`config.mk`:
```
export PLATFORM = sky130hd
export DESIGN_NAME = bus_interconnect
export DESIGN_NICKNAME = d
export VERILOG_FILES = /design/src/rtl/bus_interconnect.sv
export SDC_FILE = /design/constraint.sdc
export NUM_CORES = 1
export LEC_CHECK = 0
export BUFFER_PORTS_ARGS = -buffer_cell sky130_fd_sc_hd__buf_2
export CAP_MARGIN = 20
export CELL_PAD_IN_SITES_DETAIL_PLACEMENT = 1
export CELL_PAD_IN_SITES_GLOBAL_PLACEMENT = 2
export CORE_MARGIN = 1
export CORE_UTILIZATION = 14
export CTS_BUF_LIST = sky130_fd_sc_hd__clkbuf_4 sky130_fd_sc_hd__clkbuf_8
export DETAILED_ROUTE_END_ITERATION = 6
export PLACE_DENSITY = 0.8
export SYNTH_ARGS = -nofsm -noshare
export SYNTH_HDL_FRONTEND = slang
export SYNTH_SLANG_ARGS = --single-unit
```
`constraint.sdc`:
```
create_clock -name clk -period 2.1 [get_ports clk]
set_input_delay 0.21 -clock clk [delete_from_list [all_inputs] [get_ports clk]]
set_output_delay 0.21 -clock clk [all_outputs]
set_load 0.03 [all_outputs]
```
`src/rtl/bus_interconnect.sv`:
```
`default_nettype none
// ============================================================================
// Module   : bus_interconnect
// Purpose  : Registered two-master (ibus, dbus) to NUM_SLAVES interconnect.
//            It uses a parameter-driven address map, fixed-priority or
//            round-robin arbitration, a grant that is held for the whole
//            transaction, and a per-transaction timeout that reports a hung
//            slave as an access fault.
// Revision : 1.0 - initial release
// ============================================================================
module bus_interconnect #(
    parameter int                       NUM_SLAVES     = 3,
    parameter logic [32*NUM_SLAVES-1:0] SLV_BASE       = {32'h1000_0000, 32'h0200_0000, 32'h0000_0000},
    parameter logic [32*NUM_SLAVES-1:0] SLV_MASK       = {32'hFFFF_FF00, 32'hFF00_0000, 32'hFFC0_0000},
    parameter int                       ARB_MODE       = 0,
    parameter int                       TIMEOUT_CYCLES = 255
) (
    input  logic                       clk,
    input  logic                       rst_n,
    // instruction master
    input  logic                       ibus_req,
    input  logic [31:0]                ibus_addr,
    output logic [31:0]                ibus_rdata,
    output logic                       ibus_ready,
    output logic                       ibus_error,
    // data master
    input  logic                       dbus_req,
    input  logic                       dbus_we,
    input  logic [31:0]                dbus_addr,
    input  logic [31:0]                dbus_wdata,
    input  logic [3:0]                 dbus_wstrb,
    output logic [31:0]                dbus_rdata,
    output logic                       dbus_ready,
    output logic                       dbus_error,
    // slave side
    output logic [NUM_SLAVES-1:0]      s_req,
    output logic                       s_we,
    output logic [31:0]                s_addr,
    output logic [31:0]                s_wdata,
    output logic [3:0]                 s_wstrb,
    input  logic [32*NUM_SLAVES-1:0]   s_rdata,
    input  logic [NUM_SLAVES-1:0]      s_ready
);

    localparam int C_SEL_W = (NUM_SLAVES > 1) ? $clog2(NUM_SLAVES) : 1;
    // A disabled timeout still needs a one-bit counter so the vector is legal.
    localparam int C_CNT_W = (TIMEOUT_CYCLES > 0) ? $clog2(TIMEOUT_CYCLES + 1) : 1;
    localparam logic [C_CNT_W-1:0] C_TO_LAST =
        (TIMEOUT_CYCLES > 0) ? C_CNT_W'(TIMEOUT_CYCLES - 1) : '0;
    localparam logic [C_CNT_W-1:0] C_CNT_MAX = '1;

    localparam logic [1:0] C_ST_IDLE = 2'd0;
    localparam logic [1:0] C_ST_BUSY = 2'd1;
    localparam logic [1:0] C_ST_ERR  = 2'd2;

    localparam logic C_M_IBUS = 1'b0;
    localparam logic C_M_DBUS = 1'b1;

    logic [1:0]         state_q, state_d;
    logic [C_CNT_W-1:0] cnt_q,   cnt_d;
    logic               gnt_q,   gnt_d;
    logic [C_SEL_W-1:0] sel_q,   sel_d;

    logic               w_gnt_pick;
    logic [31:0]        w_pick_addr;
    logic               w_dec_hit;
    logic [C_SEL_W-1:0] w_dec_idx;
    logic               w_req_live;
    logic               w_sel_ready;
    logic [31:0]        w_sel_rdata;
    logic               w_timeout;

    // Arbitration: pick the master that would be granted if the FSM is idle.
    always_comb begin
        w_gnt_pick = C_M_IBUS;
        if (dbus_req && ibus_req) begin
            if (ARB_MODE == 0) begin
                w_gnt_pick = C_M_DBUS;
            end else begin
                w_gnt_pick = ~gnt_q;
            end
        end else if (dbus_req) begin
            w_gnt_pick = C_M_DBUS;
        end
        w_pick_addr = (w_gnt_pick == C_M_DBUS) ? dbus_addr : ibus_addr;
    end

    // Address decode: scan downwards so the lowest matching index wins.
    always_comb begin
        w_dec_hit = 1'b0;
        w_dec_idx = '0;
        for (int i = NUM_SLAVES - 1; i >= 0; i--) begin
            if ((w_pick_addr & SLV_MASK[32*i +: 32]) == SLV_BASE[32*i +: 32]) begin
                w_dec_hit = 1'b1;
                w_dec_idx = C_SEL_W'(i);
            end
        end
    end

    // Select the ready/rdata of the latched slave; other slaves are ignored.
    always_comb begin
        w_sel_ready = 1'b0;
        w_sel_rdata = '0;
        for (int i = 0; i < NUM_SLAVES; i++) begin
            if (sel_q == C_SEL_W'(i)) begin
                w_sel_ready = s_ready[i];
                w_sel_rdata = s_rdata[32*i +: 32];
            end
        end
    end

    // Live request of the granted master and the timeout condition.
    always_comb begin
        w_req_live = (gnt_q == C_M_DBUS) ? dbus_req : ibus_req;
        w_timeout  = (TIMEOUT_CYCLES > 0) && (cnt_q == C_TO_LAST);
    end

    // State register: FSM state, busy counter, grant and slave select.
    always_ff @(posedge clk or negedge rst_n) begin
        if (!rst_n) begin
            state_q <= C_ST_IDLE;
            cnt_q   <= '0;
            gnt_q   <= C_M_IBUS;
            sel_q   <= '0;
        end else begin
            state_q <= state_d;
            cnt_q   <= cnt_d;
            gnt_q   <= gnt_d;
            sel_q   <= sel_d;
        end
    end

    // Next-state logic: grant in IDLE, wait for slave/timeout/abort in BUSY.
    always_comb begin
        state_d = state_q;
        cnt_d   = cnt_q;
        gnt_d   = gnt_q;
        sel_d   = sel_q;
        case (state_q)
            C_ST_IDLE: begin
                if (ibus_req || dbus_req) begin
                    gnt_d   = w_gnt_pick;
                    sel_d   = w_dec_idx;
                    cnt_d   = '0;
                    state_d = w_dec_hit ? C_ST_BUSY : C_ST_ERR;
                end
            end
            C_ST_BUSY: begin
                if (!w_req_live || w_sel_ready || w_timeout) begin
                    state_d = C_ST_IDLE;
                end else if (cnt_q != C_CNT_MAX) begin
                    // Saturating so a disabled timeout never wraps the count.
                    cnt_d = cnt_q + 1'b1;
                end
            end
            C_ST_ERR: begin
                state_d = C_ST_IDLE;
            end
            default: begin
                state_d = C_ST_IDLE;
            end
        endcase
    end

    // Output logic: slave-side broadcast in BUSY and response routing.
    always_comb begin
        s_req      = '0;
        s_we       = 1'b0;
        s_addr     = '0;
        s_wdata    = '0;
        s_wstrb    = '0;
        ibus_ready = 1'b0;
        ibus_error = 1'b0;
        ibus_rdata = '0;
        dbus_ready = 1'b0;
        dbus_error = 1'b0;
        dbus_rdata = '0;
        case (state_q)
            C_ST_BUSY: begin
                // A dropped request aborts silently: no slave request, no response.
                if (w_req_live) begin
                    for (int i = 0; i < NUM_SLAVES; i++) begin
                        s_req[i] = (sel_q == C_SEL_W'(i));
                    end
                    if (gnt_q == C_M_DBUS) begin
                        s_we    = dbus_we;
                        s_addr  = dbus_addr;
                        s_wdata = dbus_wdata;
                        s_wstrb = dbus_wstrb;
                        if (w_sel_ready) begin
                            dbus_ready = 1'b1;
                            dbus_rdata = w_sel_rdata;
                        end else if (w_timeout) begin
                            dbus_ready = 1'b1;
                            dbus_error = 1'b1;
                        end
                    end else begin
                        s_addr  = ibus_addr;
                        s_wstrb = 4'hF;
                        if (w_sel_ready) begin
                            ibus_ready = 1'b1;
                            ibus_rdata = w_sel_rdata;
                        end else if (w_timeout) begin
                            ibus_ready = 1'b1;
                            ibus_error = 1'b1;
                        end
                    end
                end
            end
            C_ST_ERR: begin
                if (gnt_q == C_M_DBUS) begin
                    dbus_ready = 1'b1;
                    dbus_error = 1'b1;
                end else begin
                    ibus_ready = 1'b1;
                    ibus_error = 1'b1;
                end
            end
            default: begin
            end
        endcase
    end

endmodule
`default_nettype wire

```
=== Yosys cells after proc, flatten, opt, wreduce, memory -nomap -nowiden ===
Cells that the tools add are included.

* Register bits: 13
* Latch bits: 0
* Memory bits (writable): 0
* ROM bits: 0
* Bits of input ports: 204
* Output and inout bits: 140
* Word-level logic and storage cells: 91
* Memories kept: 0

* Add/subtract/negate cells: 1
* $mul: 0
* Divide/modulo/power cells: 0
* Magnitude comparators: 0
* Equal/unequal tests: 12
* Shift operators: 0
* Multiplexer cells: 62
* Bitwise gates (word level): 0
* Reductions and logical operators: 12

{| class="wikitable"
|+ Operator list
! kind !! number
|-
| 2-to-1 mux 32 bit || 17
|-
| zero test 32 bit || 1
|-
| 2-to-1 mux 1 bit || 25
|-
| == test 24 x 21 -> 1 bit (second input constant) || 1
|-
| 2-to-1 mux 8 bit || 3
|-
| case mux 8 bit (2 select lines) || 1
|-
| 2-to-1 mux 2 bit || 6
|-
| 2-to-1 mux 4 bit || 3
|-
| adder 8 x 1 -> 8 bit (second input constant) || 1
|-
| == test 8 x 2 -> 1 bit (second input constant) || 1
|-
| == test 8 bit (second input constant) || 1
|-
| != test 2 bit (second input constant) || 4
|-
| != test 8 bit (second input constant) || 1
|-
| case mux 1 bit (2 select lines) || 4
|-
| 2-to-1 mux 3 bit || 2
|-
| == test 2 x 1 -> 1 bit (second input constant) || 2
|-
| == test 2 bit (second input constant) || 2
|-
| zero test 2 bit || 2
|-
| case mux 2 bit (2 select lines) || 1
|-
| AND reduction 2 bit || 2
|-
| AND reduction 4 bit || 1
|-
| logical OR 1 bit || 3
|-
| nonzero test 2 bit || 1
|-
| logical AND 1 bit || 1
|-
| zero test 1 bit || 1
|}

=== Logic depth before layout (Yosys ltp) ===
* Word-level depth: 10
* Mapped depth: 8
* Mapped depth without buffers: 7

=== Worst setup path after synthesis ===
OpenSTA, ideal clock, no wires.

* Path kind: flip-flop to output port
* From: register state_q[1]
* To: output port dbus_ready
* Arrival time: 1950 ps
* Required time: 1890 ps
* Path slack: -60 ps
* Stages on the path, launching flop included: 8
* Buffers on the path: 2
* Cell sequence: dfrtp_1 inv_1 ha_1 clkbuf_1 and3_1 clkbuf_1 nand2_1 a21boi_0

* Word-level cells in the longest chain between the ends: 2
* Elaborated cells between the ends (all ways): 3
* Those cells by class: eq/ne (2); mux (1)

{| class="wikitable"
|+ RTL lines
! item !! RTL line !! text
|-
| start, declared || 59 || <nowiki>logic [1:0] state_q, state_d;</nowiki>
|-
| start signal, assigned || 126 || <nowiki>state_q <= state_d;</nowiki>
|-
| == test 2 bit / == test 2 x 1 -> 1 bit (equally long branches) || 178 || <nowiki>case (state_q)</nowiki>
|-
| case mux 1 bit (2 select lines) (*) || 178 ||
|-
| end, declared || 33 || <nowiki>output logic dbus_ready,</nowiki>
|}

Every way passes the cells marked *; elsewhere a longest branch is shown, timed or not.

=== Final worst setup path ===
* From: register sel_q[0]
* To: output port dbus_rdata[5]

* Word-level cells in the longest chain between the ends: 8
* Elaborated cells between the ends (all ways): 13
* Those cells by class: eq/ne (2); mux (10); reduce/logical (1)

{| class="wikitable"
|+ RTL lines
! item !! RTL line !! text
|-
| start, declared || 62 || <nowiki>logic [C_SEL_W-1:0] sel_q, sel_d;</nowiki>
|-
| start signal, assigned || 129 || <nowiki>sel_q <= sel_d;</nowiki>
|-
| zero test 2 bit || 105 || <nowiki>if (sel_q == C_SEL_W'(i)) begin</nowiki>
|-
| 2-to-1 mux 32 bit / 2-to-1 mux 1 bit (equally long branches) (3 in series) || 105 ||
|-
| 2-to-1 mux 32 bit (*) || 190 || <nowiki>if (w_sel_ready) begin</nowiki>
|-
| 2-to-1 mux 32 bit (*) || 185 || <nowiki>if (gnt_q == C_M_DBUS) begin</nowiki>
|-
| 2-to-1 mux 32 bit (*) || 181 || <nowiki>if (w_req_live) begin</nowiki>
|-
| 2-to-1 mux 32 bit (*) || 178 ||
|-
| end, declared || 32 || <nowiki>output logic [31:0] dbus_rdata,</nowiki>
|}

Marked as above.

==> metrics.txt <==
status=finished clean; fin cells=1073; core box area=0.0202 mm²; largest net degree at the start of global routing=41; commonest register cell after synthesis=dfrtp_1; fin crit period=2.06 ns; initial core utilization=0.143; Worst VDD drop=130 µV; Yosys top cell by area=mux2i_1; htree depth=1; Die Span Y=146 µm; Mean Syn Cell Area=6.24 µm²; Final period util=0.981; register share of total power=0.201; Post-synth EDFFs=0; placed cell count=1056; grt met3 use=0.0307; final hold slack=0.317 ns; final instance area=0.00550 mm²; final net count=1013; Final ANT Viol Nets=0; Netlist Area Pre-Place=0.00289 mm²; syn_nets=673; CTS Sinks=13; switching pwr=559 µW; PwrDens=249 mW/mm²; Worst Tran Pin Value=0.480 ns; initial antenna violation count=1; setup violators final=0; GR Util All Layers=0.149; vias in the first global route=4636; Clk pwr share=0.175; Comb pwr share=0.624; Leakage=2.78 nW; WL per Instance=16.1 µm; dpl cell area=0.00500 mm²; DR iter-0 viols=104; DR DRC count=0; post-synthesis cell type count=45; crit path DAT=1.85 ns; Max Fclk=486 MHz; Slew HR=0.677; Clock Pin Slew Worst Setup and Hold Paths=0.06 ns; final WL=17200 µm; HP Class=input port to flop; commonest non-fill, non-tap cell in the layout=buf_2; CP startpoint kind=flop; filler cell count=2568; share of layout cells above drive strength 1=0.521; final hold vios=0; max-slew violations=0; total die area=0.0213 mm²; multi-input logic area=0.00252 mm²; critical path class=flop to output pin; busiest layer in global routing=met2; switching part of the total=0.408; Power Internal=811 µW; GR Overflow Total=0; Rows=52; ANT cells=0; setup TNS=0 ns; Mapped Cells=464; global placer's final weighted congestion=0.828; Max FO, Critical Path=6; Skew-Pair Late Insertion Delay=0.25 ns; TritonRoute pass-1 iters=4; commonest non-fill, non-tap cells in the layout=buf_2 (279), nor2_1 (92), nand2_1 (73); GR Util met2=0.283; GR Util met1=0.171; # port buffers=343; clock buffer depth=2; Synth async-reset ratio=1.00; I/O pin count=344; Synth top area share=0.225; top cells by area, synth=mux2i_1 (22%), nor2_1 (13%), dfrtp_1 (11%), nand2_1 (11%), and2_1 (7.6%); Max-Cap Viols=0; CTS buffer count=3; total power=1.37 mW; Clock Skew=0.00150 ns; Yosys reg bits=13; P&R area growth vs syn=90.1%; RSZ-0062 raised after global routing=true; area occupied by registers=330 µm²; Ys Warns=0; Die X=146 µm; crit end category=output pin; sequential area share after synthesis=0.112; dpl hpwl=14000 µm; CTS tree=yes; Vias=4578; first-pass GRT wire length=25400 µm; Clock Tree Root=clkbuf_8; Vias/cell=4.27; Crit path required time=1.89 ns
==> layer usage <==
metal	share of wire	wire, µm	up-vias
met2	0.52	8910	216
met1	0.39	6710	2086
met4	0.019	320	2
li1	-	-	2256
met3	0.075	1290	18
met5	0.00046	8	-
==> kinds of logic after synthesis <==
group	share of synthesized area
buf+inv	0.0661
mux	0.233
compound gates	0.149
simple gates	0.418
flops	0.112
fa+ha+maj	0.0216
==> sequential cells by signal, indices dropped and copies added, names as in the netlist <==
name,cells
cnt_q,8
sel_q,2
state_q,2
gnt_q,1
==> area by class of cell <==
class / instances / share of cell area
clock inverter: 1 / 0.000910
multi-input combinational: 407 / 0.458
inverter: 9 / 0.00614
tap: 270 / 0.0614
clock buffer: 3 / 0.00750
timing repair buffer: 370 / 0.406
sequential: 13 / 0.0600
==> synth_stat cells, drive strengths merged, types with 3 or more instances <==
| library cell | number |
|---|---|
| a21oi | 11 |
| and2 | 35 |
| buf | 14 |
| clkbuf | 23 |
| dfrtp | 13 |
| ha | 5 |
| inv | 9 |
| mux2i | 65 |
| nand2 | 84 |
| nand2b | 4 |
| nand3 | 4 |
| nor2 | 98 |
| nor3 | 3 |
| nor4 | 8 |
| o21ai | 45 |
| o31ai | 5 |
| or3 | 6 |
| or4 | 4 |
==> final timing paths <==
check | start | depth (start not counted) | slack, ns | end
worst min register to register | state_q[1]$_DFFE_PN0P_ | 1 | 0.54 | state_q[1]$_DFFE_PN0P_
worst max-delay path | sel_q[0]$_DFFE_PN0P_ | 7 | 0.04 | dbus_rdata[5]
worst max register to register | state_q[0]$_DFFE_PN0P_ | 7 | 0.12 | cnt_q[7]$_DFFE_PN0P_
min in group asynchronous | rst_n | 2 | 0.39 | cnt_q[3]$_DFFE_PN0P_
worst min-delay path | dbus_req | 3 | 0.32 | gnt_q$_DFFE_PN0P_
max in group asynchronous | rst_n | 2 | 1.44 | gnt_q$_DFFE_PN0P_
==> power groups by stage <==
stage | registers (mW) | logic, mW | clock network [mW]
detailed placement | 0.279 | 0.784 | 0
global route | 0.278 | 0.928 | 0.252
CTS | 0.276 | 0.797 | 0.243
floorplan | 0.268 | 0.444 | 0
global placement | 0.279 | 0.777 | 0
finish | 0.275 | 0.854 | 0.240
==> metrics by stage <==
stage          setup slack (ns)   util
3_3_place_gp              0.124  0.247
4_1_cts                -0.00256  0.252
3_5_place_dp              0.109  0.247
6_report                 0.0408  0.272
5_1_grt                 -0.0550  0.272
2_1_floorplan            0.0122      -
==> critical path: stages, from the launching register on <==
cell and delay [ns]:
dfrtp_2 0.48, nand3b_1 0.30, o21ai_4 0.13, buf_12 0.15, clkbuf_16 0.15, nand2_1 0.09, nor2_1 0.12, buf_4 0.17
==> repair_timing <==
| action | in CTS | in global routing |
|---|---|---|
| hold buffers | 1 | 0 |
| endpoints found under the setup margin | 61 | 70 |
| resized for setup | 13 | 150 |
| buffers inserted | 1 | 7 |
| cloned | 0 | 4 |
| hold endpoints to repair | 13 | 0 |
| pin swaps | 1 | 18 |
No activity file was read; power rests on OpenSTA's default activity.
